**src/rtl/input_conditioner_pkg.sv**
```systemverilog
// Shared defaults and helpers for the player input conditioning path.
package input_conditioner_pkg;

   // Buttons per player; matches the game_logic input vector width.
   localparam int N_BTN_DEFAULT = 5;

   // 10 ms of stability at the 25 MHz pixel clock.
   localparam int DEBOUNCE_CYCLES_DEFAULT = 250000;

   // Number of synchroniser stages ahead of the debounce counter.
   localparam int SYNC_STAGES = 2;

   // Cycles after reset release during which newly accepted levels are
   // treated as "already held" rather than as fresh presses. A button held
   // through reset is accepted on edge SYNC_STAGES + DEBOUNCE_CYCLES after
   // release; its rise pulse is visible during the following cycle, so the
   // mask must cover one cycle beyond that.
   function automatic int settle_cycles(input int debounce_cycles);
      return debounce_cycles + SYNC_STAGES + 1;
   endfunction

   // Width of a counter that must be able to hold max_value.
   function automatic int count_width(input int max_value);
      return (max_value < 1) ? 1 : $clog2(max_value + 1);
   endfunction

endpackage

```
**src/rtl/input_conditioner_button_debounce.sv**
```systemverilog
// One button bit: 2-FF synchroniser, stability counter, accepted level and
// a one-cycle pulse when the accepted level goes from released to pressed.
module input_conditioner_button_debounce
   import input_conditioner_pkg::*;
#(
   parameter int DEBOUNCE_CYCLES = DEBOUNCE_CYCLES_DEFAULT,
   parameter int CNT_W           = count_width(DEBOUNCE_CYCLES)
) (
   input  logic clk,
   input  logic reset,
   input  logic raw_n,
   output logic stable,
   output logic rise
);

   // Last counter value before a differing level is accepted. The counter
   // never counts past this, so no saturation logic is needed.
   localparam logic [CNT_W-1:0] LAST = CNT_W'(DEBOUNCE_CYCLES - 1);

   logic             sync1_n;
   logic             sync2_n;
   logic             s;
   logic [CNT_W-1:0] cnt;

   // Synchronised level, converted to 1 = pressed.
   assign s = ~sync2_n;

   // Synchronise the raw pin; flops reset to the released level.
   always_ff @(posedge clk or negedge reset) begin
      if (!reset) begin
         sync1_n <= 1'b1;
         sync2_n <= 1'b1;
      end else begin
         sync1_n <= raw_n;
         sync2_n <= sync1_n;
      end
   end

   // Accept a new level only after it has differed for DEBOUNCE_CYCLES edges.
   always_ff @(posedge clk or negedge reset) begin
      if (!reset) begin
         cnt    <= '0;
         stable <= 1'b0;
         rise   <= 1'b0;
      end else begin
         rise <= 1'b0;
         if (s == stable) begin
            cnt <= '0;
         end else if (cnt == LAST) begin
            stable <= s;
            cnt    <= '0;
            rise   <= s;
         end else begin
            cnt <= cnt + CNT_W'(1);
         end
      end
   end

endmodule

```
**src/rtl/input_conditioner.sv**
```systemverilog
// Conditions both players' raw active-low buttons and presents one
// frame-stable snapshot of held levels and accumulated presses per vsync
// falling edge.
module input_conditioner
   import input_conditioner_pkg::*;
#(
   parameter int N_BTN           = N_BTN_DEFAULT,
   parameter int DEBOUNCE_CYCLES = DEBOUNCE_CYCLES_DEFAULT,
   parameter int CNT_W           = count_width(DEBOUNCE_CYCLES)
) (
   input  logic             clk,
   input  logic             reset,
   input  logic [N_BTN-1:0] p1_buttons_n,
   input  logic [N_BTN-1:0] p2_buttons_n,
   input  logic             vsync,
   output logic [N_BTN-1:0] p1_held,
   output logic [N_BTN-1:0] p2_held,
   output logic [N_BTN-1:0] p1_pressed,
   output logic [N_BTN-1:0] p2_pressed,
   output logic             frame_tick
);

   localparam int NB          = 2 * N_BTN;
   localparam int SETTLE_LAST = settle_cycles(DEBOUNCE_CYCLES);
   localparam int SET_W       = count_width(SETTLE_LAST);

   // Player 1 occupies the low half of every combined vector.
   logic [NB-1:0]    raw_n_all;
   logic [NB-1:0]    stable_all;
   logic [NB-1:0]    rise_all;
   logic [NB-1:0]    rise_ok;
   logic [NB-1:0]    sticky;
   logic [NB-1:0]    held_q;
   logic [NB-1:0]    pressed_q;
   logic             vsync_d;
   logic             tick_int;
   logic [SET_W-1:0] settle_cnt;
   logic             settled;

   assign raw_n_all = {p2_buttons_n, p1_buttons_n};

   genvar g;
   generate
      for (g = 0; g < NB; g++) begin : g_btn
         input_conditioner_button_debounce #(
            .DEBOUNCE_CYCLES (DEBOUNCE_CYCLES),
            .CNT_W           (CNT_W)
         ) u_debounce (
            .clk    (clk),
            .reset  (reset),
            .raw_n  (raw_n_all[g]),
            .stable (stable_all[g]),
            .rise   (rise_all[g])
         );
      end
   endgenerate

   // Count edges after reset release until any button held through reset
   // has been accepted, so that acceptance is not reported as a press.
   always_ff @(posedge clk or negedge reset) begin
      if (!reset) begin
         settle_cnt <= '0;
      end else if (!settled) begin
         settle_cnt <= settle_cnt + SET_W'(1);
      end
   end

   assign settled  = (settle_cnt == SET_W'(SETTLE_LAST));
   assign rise_ok  = rise_all & {NB{settled}};

   // vsync is active-low; a frame begins on its falling edge.
   assign tick_int = vsync_d & ~vsync;

   // Accumulate presses between frames and publish the snapshot on a tick.
   // A rise coinciding with the tick goes into this frame, not the next.
   always_ff @(posedge clk or negedge reset) begin
      if (!reset) begin
         vsync_d    <= 1'b0;
         sticky     <= '0;
         held_q     <= '0;
         pressed_q  <= '0;
         frame_tick <= 1'b0;
      end else begin
         vsync_d <= vsync;
         if (tick_int) begin
            held_q     <= stable_all;
            pressed_q  <= sticky | rise_ok;
            sticky     <= '0;
            frame_tick <= 1'b1;
         end else begin
            sticky     <= sticky | rise_ok;
            frame_tick <= 1'b0;
         end
      end
   end

   assign p1_held    = held_q[N_BTN-1:0];
   assign p2_held    = held_q[NB-1:N_BTN];
   assign p1_pressed = pressed_q[N_BTN-1:0];
   assign p2_pressed = pressed_q[NB-1:N_BTN];

endmodule

```
**config.mk**
```make
export PLATFORM = sky130hd
export DESIGN_NAME = input_conditioner
export DESIGN_NICKNAME = d
export VERILOG_FILES = /design/src/rtl/input_conditioner_pkg.sv /design/src/rtl/input_conditioner_button_debounce.sv /design/src/rtl/input_conditioner.sv
export SDC_FILE = /design/constraint.sdc
export NUM_CORES = 1
export LEC_CHECK = 0
export ABC_AREA = 1
export BUFFER_PORTS_ARGS = -buffer_cell sky130_fd_sc_hd__clkbuf_2
export CORE_ASPECT_RATIO = 1.75
export CORE_MARGIN = 2
export CORE_UTILIZATION = 50
export DETAILED_ROUTE_END_ITERATION = 6
export PLACE_DENSITY_LB_ADDON = 0.12
export SLEW_MARGIN = 20
export SYNTH_ARGS = -nofsm -noshare
export SYNTH_HDL_FRONTEND = slang
export SYNTH_HIERARCHICAL = 1
export SYNTH_SLANG_ARGS = --single-unit
```
**constraint.sdc**
```tcl
create_clock -name clk -period 2.9 [get_ports clk]
set_input_delay 0.58 -clock clk [delete_from_list [all_inputs] [get_ports clk]]
set_output_delay 0.58 -clock clk [all_outputs]
set_load 0.02 [all_outputs]
```
==> flow_summary_export.csv, run 1 <==
group,metric,value,unit
worst_setup_path,cp_cell_sequence,"ha_1 -> nand3_1 -> nor2_2 -> nand3_1 -> nand2_1 -> nand2_1 -> nand2_1 -> inv_1",
worst_setup_path,slowest_stage,"dfrtp_1",
final_layout,final_common_cell,"nand2_1",
routing,vias,10090,
die,rows,79,
sta,fin_skew,0.01125,ns
global_route,grt_max_degree,84,
global_route,met1_usage,0.2247,
global_route,overflow,0,
yosys,yosysSeqAreaShare,0.4986,
worst_setup_path,cp_common_cell,"nand2_1",
min_path,hp-start,"p2_buttons_n[1]",
worst_setup_path,end_kind,"flip-flop",
final_layout,diodes,0,
clocking,h-tree-depth,1,
final_layout,final_cell_mix,"315 x nand2_1, 306 x nor2_1, 250 x dfrtp_1",
worst_setup_path,critical_path_class,"reg2reg",
sta,setup_violations,0,
placement,place_congestion,0.8085,
global_route,grt_pass1_wl,46.58,mm
worst_setup_path,crit_buf_inv,1,
worst_setup_path,required,3.34,ns
status,outcome,"finished clean",
final_layout,fin_util,0.5630,
die,coreArea,26690,um^2
clocking,clock_latency,0.54,ns
placement,io_buffers,33,
min_path,holdCritPathClass,"in2reg",
clocking,numCtsBuffers,26,
sta,worst_pin_slew,0.7200,ns
routing,drt.antenna.violating_nets,0,
min_path,holdPathStages,1,
min_path,min_to,"g_btn[6].u_debounce/sync1_n",
placement,dp_hpwl,19.16,mm
clocking,post-cts-setup-buffers,0,
worst_setup_path,r2r-start,"settle_cnt[0]",
final_layout,area_growth,10.48,%
yosys,yosysUniqueCellTypes,30,
worst_setup_path,critPathTopFamily,"simple AND/OR/NAND/NOR gates",
final_layout,stdcell_count,2020,
worst_setup_path,reg2reg_depth,8,
sta,period_share,0.6065,
routing,drt-pass1-iter-count,4,
yosys,synth_nets,1650,
routing,wl,26.11,mm
yosys,yosys_warnings,6,
die,ios,34,
flow_run,cap_viol_max_count,0,
final_layout,final_nets,1700,
final_layout,layout-drive-gt1-share,0.1675,
die,die_w,128.7,um
sta,rsz0062_at_grt,"no",
global_route,grt_use_met3,0.02047,
placement,dp.cells,1971,
sta,fmax,568.6,MHz
routing,drcViolationCount,0,
power_and_ir_drop,p_per_area,497.6,nW/um^2
sta,setup_ws,1.141,ns
global_route,grt_pass1_vias,10267,
yosys,syn_area,13600,um^2
yosys,ys_ff_latch,270,
sta,finalHoldViolations,0,
clocking,cts_resized,0,
routing,avgViaCountPerCell,4.995,
global_route,grt_use_total,0.1937,
routing,drt_iter0_drc,328,
global_route,grt-busiest-layer,"met2",
routing,wl_per_cell,12.93,um
global_route,met2_usage,0.3685,
power_and_ir_drop,leakagePower,6.879,nW
die,fp.dieArea,28590,um^2
power_and_ir_drop,ir_worst_vdd,0.4127,mV
die,die_y,222.2,um
yosys,netlist_instances,1626,
worst_setup_path,cp-start-kind,"flip-flop",
worst_setup_path,ff2ff_setup_slack,1.14,ns
sta,min_period,1.759,ns
clocking,root_buffer,"clkbuf_16",
worst_setup_path,r2r_end,"settle_cnt[2]",
sta,slew_headroom,0.5195,
worst_setup_path,critPathMaxStageDelay,0.42,ns
sta,drv_slew,0,
clocking,cts_tree,"done",
yosys,synth.avg_cell_area,8.364,um^2
clocking,postCtsHoldBufs,1,
clocking,cts.clk_slew.worst_paths,0.06,ns
final_layout,fill_cells,2473,
clocking,cts_num_sinks,270,
global_route,antenna_found_initial,0,
worst_setup_path,crit_path_max_fanout,11,
worst_setup_path,arrival,2.19,ns
sta,fin_tns_setup,0,ns
die,start_util,0.5096,
clocking,clockBufferDepth,3,
placement,post-place-ws,1.147,ns
## per-layer routing
metal  vias to the layer above  share of wire
met1                      4773           0.40
met2                       109           0.55
met4                         0          0.023
li1                       5166              -
met5                         -              0
met3                        42          0.024
## cell families after synthesis
family / count (synthesis) / share of synthesized area
AND/OR/NAND/NOR: 958 / 0.3361
flip-flops: 270 / 0.4986
buffers and inverters: 209 / 0.05952
XOR/XNOR: 105 / 0.06762
AO/OA/AOI/OAI: 73 / 0.02806
adder cells (fa/ha/maj): 11 / 0.01012
## cell usage after synthesis, drive strengths merged
cell type | n | area, um^2
nand2 | 386 | 1647
nor3b | 10 | 75.07
dfstp | 20 | 525.5
o21ai | 10 | 50.05
a21oi | 53 | 269.0
buf | 13 | 70.06
inv | 191 | 719.5
and2 | 1 | 6.260
clkbuf | 4 | 15.01
nor3 | 34 | 181.4
xnor2 | 35 | 306.5
nand4 | 42 | 262.8
dfrtp | 250 | 6256
a31oi | 10 | 62.56
clkinv | 1 | 5.000
nand3 | 100 | 565.5
nand3b | 10 | 75.07
nor2 | 375 | 1758
ha | 11 | 137.6
xor2 | 70 | 613.1
## state kept, by name (all words and copies together) (netlist names)
signal / count
settle_cnt: 18
g_btn.u_debounce/sync2_n: 10
g_btn.u_debounce/cnt: 180
vsync_d: 1
g_btn.u_debounce/sync1_n: 10
held_q: 10
sticky: 10
g_btn.u_debounce/stable: 10
pressed_q: 10
g_btn.u_debounce/rise: 10
frame_tick: 1
## per-stage QoR
| stage | total power, mW | area (um^2) | hold slack (ns) |
|---|---|---|---|
| floorplan | 4.041 | 13600 | 0.2844 |
| global placement | 4.180 | 14180 | 0.3459 |
| detailed placement | 4.187 | 14180 | 0.3473 |
| CTS | 7.606 | 15030 | 0.09509 |
| global route | 7.796 | 15030 | 0.1002 |
| finish | 7.476 | 15030 | 0.1196 |
## worst max-delay path by stage
stage / from / end / slack [ns] / cells past startpoint
after global routing: settle_cnt[0] / settle_cnt[2] / 1.02 / 8
after CTS: settle_cnt[0] / settle_cnt[2] / 1.14 / 8
after floorplan: settle_cnt[0] / settle_cnt[16] / 1.55 / 7
after detailed placement: settle_cnt[0] / settle_cnt[2] / 1.15 / 8
after global placement: settle_cnt[0] / settle_cnt[2] / 1.22 / 8
final: settle_cnt[0] / settle_cnt[2] / 1.14 / 8
## report_power, final
part	internal, mW	total (mW)	switching [mW]	leakage (nW)
clock network	1.92	3.37	1.45	0.407
logic	0.0622	0.240	0.178	2.81
registers	3.83	3.87	0.0402	3.66
total	5.81	7.48	1.67	6.88
## worst reg2reg max path, cell delays in order, from the launching register on
cell	delay [ns]
dfrtp_1	0.42
ha_1	0.27
nand3_1	0.11
nor2_2	0.33
nand3_1	0.26
nand2_1	0.12
nand2_1	0.05
nand2_1	0.06
inv_1	0.04
## final cells by class
| class | instances | area, um^2 | share of cell area |
|---|---|---|---|
| Sequential cell | 270 | 6782 | 0.4513 |
| Timing Repair Buffer | 39 | 260.3 | 0.01732 |
| Tap cell | 324 | 405.4 | 0.02698 |
| Clock inverter | 11 | 113.9 | 0.007578 |
| Clock buffer | 37 | 723.2 | 0.04813 |
| Multi-Input combinational cell | 1147 | 6017 | 0.4004 |
| Inverter | 192 | 724.4 | 0.04821 |
Power figures use the tool's default switching activity.
==> run 2, diff against run 1 <==
Clock period 2.9 ns to 1.5 ns, I/O delays scaled along.
==> flow_summary_export.csv, run 2 (synthesis gave the netlist of run 1 again) <==
group,metric,value,unit
power_and_ir_drop,pwr-share-clk,0.471,
die,coreArea,26690,um^2
min_path,holdCritPathClass,"in2async",
power_and_ir_drop,p_comb_frac,0.038,
die,start_util,0.5096,
routing,wl,26.91,mm
die,die_w,128.7,um
power_and_ir_drop,leakagePower,7.233,nW
global_route,antenna_found_initial,0,
sta,period_share,0.9543,
power_and_ir_drop,p_int,11.97,mW
global_route,grt_pass1_wl,47.52,mm
sta,slew_headroom,0.4757,
sta,finalHoldViolations,0,
placement,place_congestion,0.8488,
worst_setup_path,arrival,1.13,ns
sta,fmax,698.6,MHz
die,fp.dieArea,28590,um^2
power_and_ir_drop,swShare,0.2147,
sta,setup_violations,0,
final_layout,diodes,0,
clocking,cts_tree,"done",
sta,min_period,1.431,ns
final_layout,final_common_cell,"nand2_1",
die,ios,34,
global_route,overflow,0,
final_layout,largest_reg_flops,180,
worst_setup_path,crit_path_max_fanout,2,
sta,fin_skew,0.01317,ns
routing,drt.antenna.violating_nets,0,
routing,drt-pass1-iter-count,5,
clocking,clock_latency,0.54,ns
final_layout,stdcell_count,2071,
sta,drv_slew,0,
power_and_ir_drop,total_power,15.24,mW
routing,wl_per_cell,12.99,um
power_and_ir_drop,ir_worst_vdd,0.9158,mV
power_and_ir_drop,p_sw,3.273,mW
status,outcome,"finished clean",
final_layout,final_cell_mix,"315 x nand2_1, 300 x nor2_1, 250 x dfrtp_1",
final_layout,fill_cells,2426,
placement,dp.cells,2003,
worst_setup_path,critical_path_class,"reg2out",
flow_run,cap_viol_max_count,0,
final_layout,area_growth,15.83,%
placement,dp_hpwl,19.57,mm
worst_setup_path,required,1.20,ns
clocking,clockBufferDepth,3,
power_and_ir_drop,pwr-share-seq,0.491,
sta,worst_pin_slew,0.7856,ns
worst_setup_path,cp-start-kind,"flip-flop",
routing,drt_iter0_drc,429,
worst_setup_path,cp_cell_sequence,"clkbuf_2",
worst_setup_path,critPathTopFamily,"flip-flops",
clocking,numCtsBuffers,26,
worst_setup_path,end_kind,"output port",
die,die_y,222.2,um
clocking,cts.clk_slew.worst_paths,0.06,ns
final_layout,final_nets,1751,
final_layout,max_flop_register,"g_btn.u_debounce/cnt",
clocking,root_buffer,"clkbuf_16",
routing,vias,10372,
clocking,h-tree-depth,1,
sta,holdWs,0.1874,ns
final_layout,layout-drive-gt1-share,0.2015,
die,rows,79,
global_route,grt_pass1_vias,10607,
global_route,grt_max_degree,61,
power_and_ir_drop,p_per_area,967.6,nW/um^2
worst_setup_path,slowest_stage,"dfrtp_1",
worst_setup_path,crit_buf_inv,1,
final_layout,top_regs,"g_btn.u_debounce/cnt (180), settle_cnt (18)",
global_route,grt_use_total,0.1982,
clocking,cts_num_sinks,270,
routing,avgViaCountPerCell,5.008,
routing,drcViolationCount,0,
worst_setup_path,critPathMaxStageDelay,0.40,ns
placement,io_buffers,33,
-- run 2: cell types whose count changed in the layout (fill, tap and decap cells not counted), sizes merged --
cell,change
clkinv,-3
buf,+40
bufinv,+2
clkinvlp,-1
clkbuf,+2
dlygate4sd3,+11
-- run 2: worst paths after layout --
kind	cells after the start	to	slack (ns)	startpoint
worst max-delay path	1	p2_held[1]	0.07	held_q[6]
worst min-delay path	2	g_btn[5].u_debounce/cnt[10]	0.19	reset
worst max register to register	6	g_btn[1].u_debounce/cnt[11]	0.10	g_btn[1].u_debounce/cnt[0]
worst min register to register	0	g_btn[0].u_debounce/sync2_n	0.35	g_btn[0].u_debounce/sync1_n
max in group asynchronous	3	g_btn[6].u_debounce/sync1_n	0.67	reset
min in group clk	0	g_btn[0].u_debounce/sync2_n	0.35	g_btn[0].u_debounce/sync1_n
-- run 2: power groups by stage --
stage | clock, mW | sequential (mW) | combinational (mW)
3_5_place_dp | 0 | 7.61 | 0.520
5_1_grt | 7.74 | 7.50 | 0.672
3_3_place_gp | 0 | 7.61 | 0.511
4_1_cts | 7.40 | 7.48 | 0.548
2_1_floorplan | 0 | 7.60 | 0.217
6_report | 7.18 | 7.49 | 0.573
-- run 2: area by class of cell --
cell class              count  area [um^2]  area share
flip-flops and latches    270         6782      0.4305
multi-input cells        1147         6198      0.3935
clock buffers              39        800.8     0.05083
inverters                 192        724.4     0.04599
repair buffers             90        695.7     0.04416
well taps                 324        405.4     0.02573
clock inverters             9        147.6    0.009372
-- run 2: routing by layer --
metal | track usage | vias up | share of wire
met5 | 0 | - | 0
met4 | 0.06241 | 0 | 0.024
met3 | 0.02312 | 44 | 0.027
met2 | 0.3767 | 131 | 0.55
met1 | 0.2268 | 4932 | 0.40
li1 | - | 5265 | -
-- run 2: repair_timing --
item                                    in CTS  in global routing
buffers inserted                             0                  8
pin swaps                                    0                  4
resized for setup                            1                 39
endpoints found under the setup margin       1                128
endpoints found under the hold margin      263                  0
hold buffers                                12                  0
-- run 2: metrics by stage --
| step | setup WS [ns] | instance area, um^2 | TNS (ns) | utilization |
|---|---|---|---|---|
| finish | 0.06855 | 15750 | 0 | 0.5903 |
| global route | -0.01297 | 15750 | -0.03425 | 0.5903 |
| CTS | 0.005923 | 15520 | 0 | 0.5814 |
| detailed placement | 0.02722 | 14440 | 0 | 0.5412 |
| global placement | 0.06682 | 14440 | 0 | 0.5412 |
| floorplan | 0.1477 | 13600 | 0 | - |
==> run 3, diff against run 2 <==
--- a/config.mk
+++ b/config.mk
@@ -7,5 +7,5 @@
 export LEC_CHECK = 0
 export ABC_AREA = 1
-export BUFFER_PORTS_ARGS = -buffer_cell sky130_fd_sc_hd__clkbuf_2
+export BUFFER_PORTS_ARGS = -buffer_cell sky130_fd_sc_hd__buf_2
 export CORE_ASPECT_RATIO = 1.75
 export CORE_MARGIN = 2
==> constraint.sdc (replaced) <==
create_clock -name clk -period 1.8 [get_ports clk]
set_input_delay 0.36 -clock clk [delete_from_list [all_inputs] [get_ports clk]]
set_output_delay 0.36 -clock clk [all_outputs]
set_load 0.1 [all_outputs]
==> flow_summary_export.csv, run 3 (synthesis gave the netlist of run 1 again) <==
group,metric,value,unit
clocking,cts.clk_slew.worst_paths,0.06,ns
sta,rsz0062_at_grt,"no",
clocking,post-cts-setup-buffers,0,
power_and_ir_drop,pwr-share-clk,0.455,
clocking,numCtsBuffers,27,
final_layout,multiInputGateArea,6017,um^2
min_path,holdCritPathClass,"in2async",
sta,slew_headroom,0.4849,
sta,fin_tns_setup,0,ns
power_and_ir_drop,ir_worst_vdd,0.6410,mV
clocking,clock_latency,0.54,ns
sta,drv_slew,0,
die,fp.dieArea,28590,um^2
clocking,cts_resized,0,
worst_setup_path,crit_buf_inv,1,
sta,finalHoldViolations,0,
final_layout,final_nets,1734,
global_route,grt_max_degree,67,
worst_setup_path,cp_cell_sequence,"buf_2",
power_and_ir_drop,p_comb_frac,0.037,
sta,fmax,580.8,MHz
global_route,antenna_found_initial,0,
sta,setup_violations,0,
global_route,overflow,0,
die,die_w,128.7,um
routing,drt.antenna.violating_nets,0,
clocking,postCtsHoldBufs,12,
placement,place_congestion,0.8404,
worst_setup_path,required,1.44,ns
power_and_ir_drop,pwr-share-seq,0.508,
worst_setup_path,cp-start-kind,"flip-flop",
final_layout,stdcell_count,2054,
routing,drt_iter0_drc,375,
power_and_ir_drop,p_int,9.541,mW
clocking,root_buffer,"clkbuf_16",
clocking,clockBufferDepth,3,
power_and_ir_drop,total_power,12.27,mW
power_and_ir_drop,p_sw,2.728,mW
routing,drt-pass1-iter-count,6,
routing,wl,26.63,mm
status,outcome,"finished clean",
global_route,grt_pass1_vias,10554,
final_layout,fin_util,0.5760,
global_route,grt-busiest-layer,"met2",
clocking,cts_tree,"done",
die,start_util,0.5096,
worst_setup_path,critPathTopFamily,"buffers and inverters",
global_route,met1_usage,0.2142,
final_layout,max_flop_register,"g_btn.u_debounce/cnt",
clocking,cts_num_sinks,270,
worst_setup_path,end_kind,"output port",
clocking,h-tree-depth,1,
global_route,met2_usage,0.3844,
final_layout,final_common_cell,"nand2_1",
final_layout,register_area,6782,um^2
sta,worst_pin_slew,0.7718,ns
die,coreArea,26690,um^2
global_route,grt_pass1_wl,46.81,mm
final_layout,final_cell_mix,"315 x nand2_1, 306 x nor2_1, 250 x dfrtp_1",
final_layout,fill_cells,2458,
routing,drcViolationCount,0,
die,die_y,222.2,um
worst_setup_path,ff2ff_setup_slack,0.31,ns
final_layout,layout-drive-gt1-share,0.1803,
routing,vias,10230,
worst_setup_path,slowest_stage,"buf_2",
power_and_ir_drop,leakagePower,7.088,nW
flow_run,cap_viol_max_count,0,
placement,post-place-ws,0.2935,ns
die,ios,34,
power_and_ir_drop,swShare,0.2223,
worst_setup_path,critPathMaxStageDelay,0.44,ns
sta,setup_ws,0.07835,ns
placement,io_buffers,33,
global_route,grt_use_total,0.1952,
worst_setup_path,arrival,1.36,ns
final_layout,largest_reg_flops,180,
worst_setup_path,critical_path_class,"reg2out",
die,rows,79,
final_layout,top_regs,"g_btn.u_debounce/cnt (180), settle_cnt (18)",
placement,dp_hpwl,19.55,mm
sta,min_period,1.722,ns
sta,fin_skew,0.01511,ns
final_layout,diodes,0,
placement,dp.cells,1993,
routing,avgViaCountPerCell,4.981,
final_layout,area_growth,13.04,%
routing,wl_per_cell,12.96,um
worst_setup_path,crit_path_max_fanout,2,
power_and_ir_drop,p_per_area,798.0,nW/um^2
global_route,grt_use_met3,0.02312,
sta,period_share,0.9565,
[run 3: changes by cell type in the layout (fill, tap and decap cells not counted), sizes merged]
cell      previous run  this run
bufinv               4         3
buf                 46        60
clkinv               5        12
clkinvlp             1         3
clkbuf              71        32
[run 3: final timing paths]
| kind | from | endpoint | cells past startpoint |
|---|---|---|---|
| worst max-delay path | held_q[7] | p2_held[2] | 1 |
| worst min-delay path | reset | g_btn[5].u_debounce/cnt[7] | 2 |
| worst max register to register | g_btn[6].u_debounce/cnt[0] | g_btn[6].u_debounce/cnt[14] | 6 |
| worst min register to register | g_btn[0].u_debounce/sync1_n | g_btn[0].u_debounce/sync2_n | 0 |
| max in group asynchronous | reset | g_btn[8].u_debounce/cnt[10] | 4 |
| min in group clk | g_btn[0].u_debounce/sync1_n | g_btn[0].u_debounce/sync2_n | 0 |
[run 3: power by group through the flow]
| stage | combinational, mW | sequential, mW | clock (mW) |
|---|---|---|---|
| after floorplan | 0.181 | 6.34 | 0 |
| after global placement | 0.446 | 6.34 | 0 |
| after detailed placement | 0.451 | 6.34 | 0 |
| after CTS | 0.472 | 6.23 | 5.80 |
| after global routing | 0.532 | 6.24 | 6.04 |
| final | 0.453 | 6.23 | 5.58 |
[run 3: metal layers]
| layer | routed length (um) | up-vias |
|---|---|---|
| met5 | 0 | - |
| met2 | 14750 | 91 |
| met1 | 10670 | 4871 |
| met3 | 655 | 36 |
| met4 | 543 | 0 |
| li1 | - | 5232 |
[run 3: final cells by class]
| type | instances | area share |
|---|---|---|
| sequential | 270 | 0.4411 |
| multi-input combinational | 1147 | 0.3914 |
| inverter | 192 | 0.04712 |
| clock buffer | 32 | 0.04582 |
| timing repair buffer | 72 | 0.03728 |
| tap | 324 | 0.02637 |
| clock inverter | 17 | 0.01091 |
[run 3: per-stage QoR]
step	instance area (um^2)	hold WS, ns
final	15370	0.2839
after global routing	15370	0.2919
after CTS	15370	0.2733
after detailed placement	14380	0.2462
after global placement	14380	0.2445
after floorplan	13600	0.06441
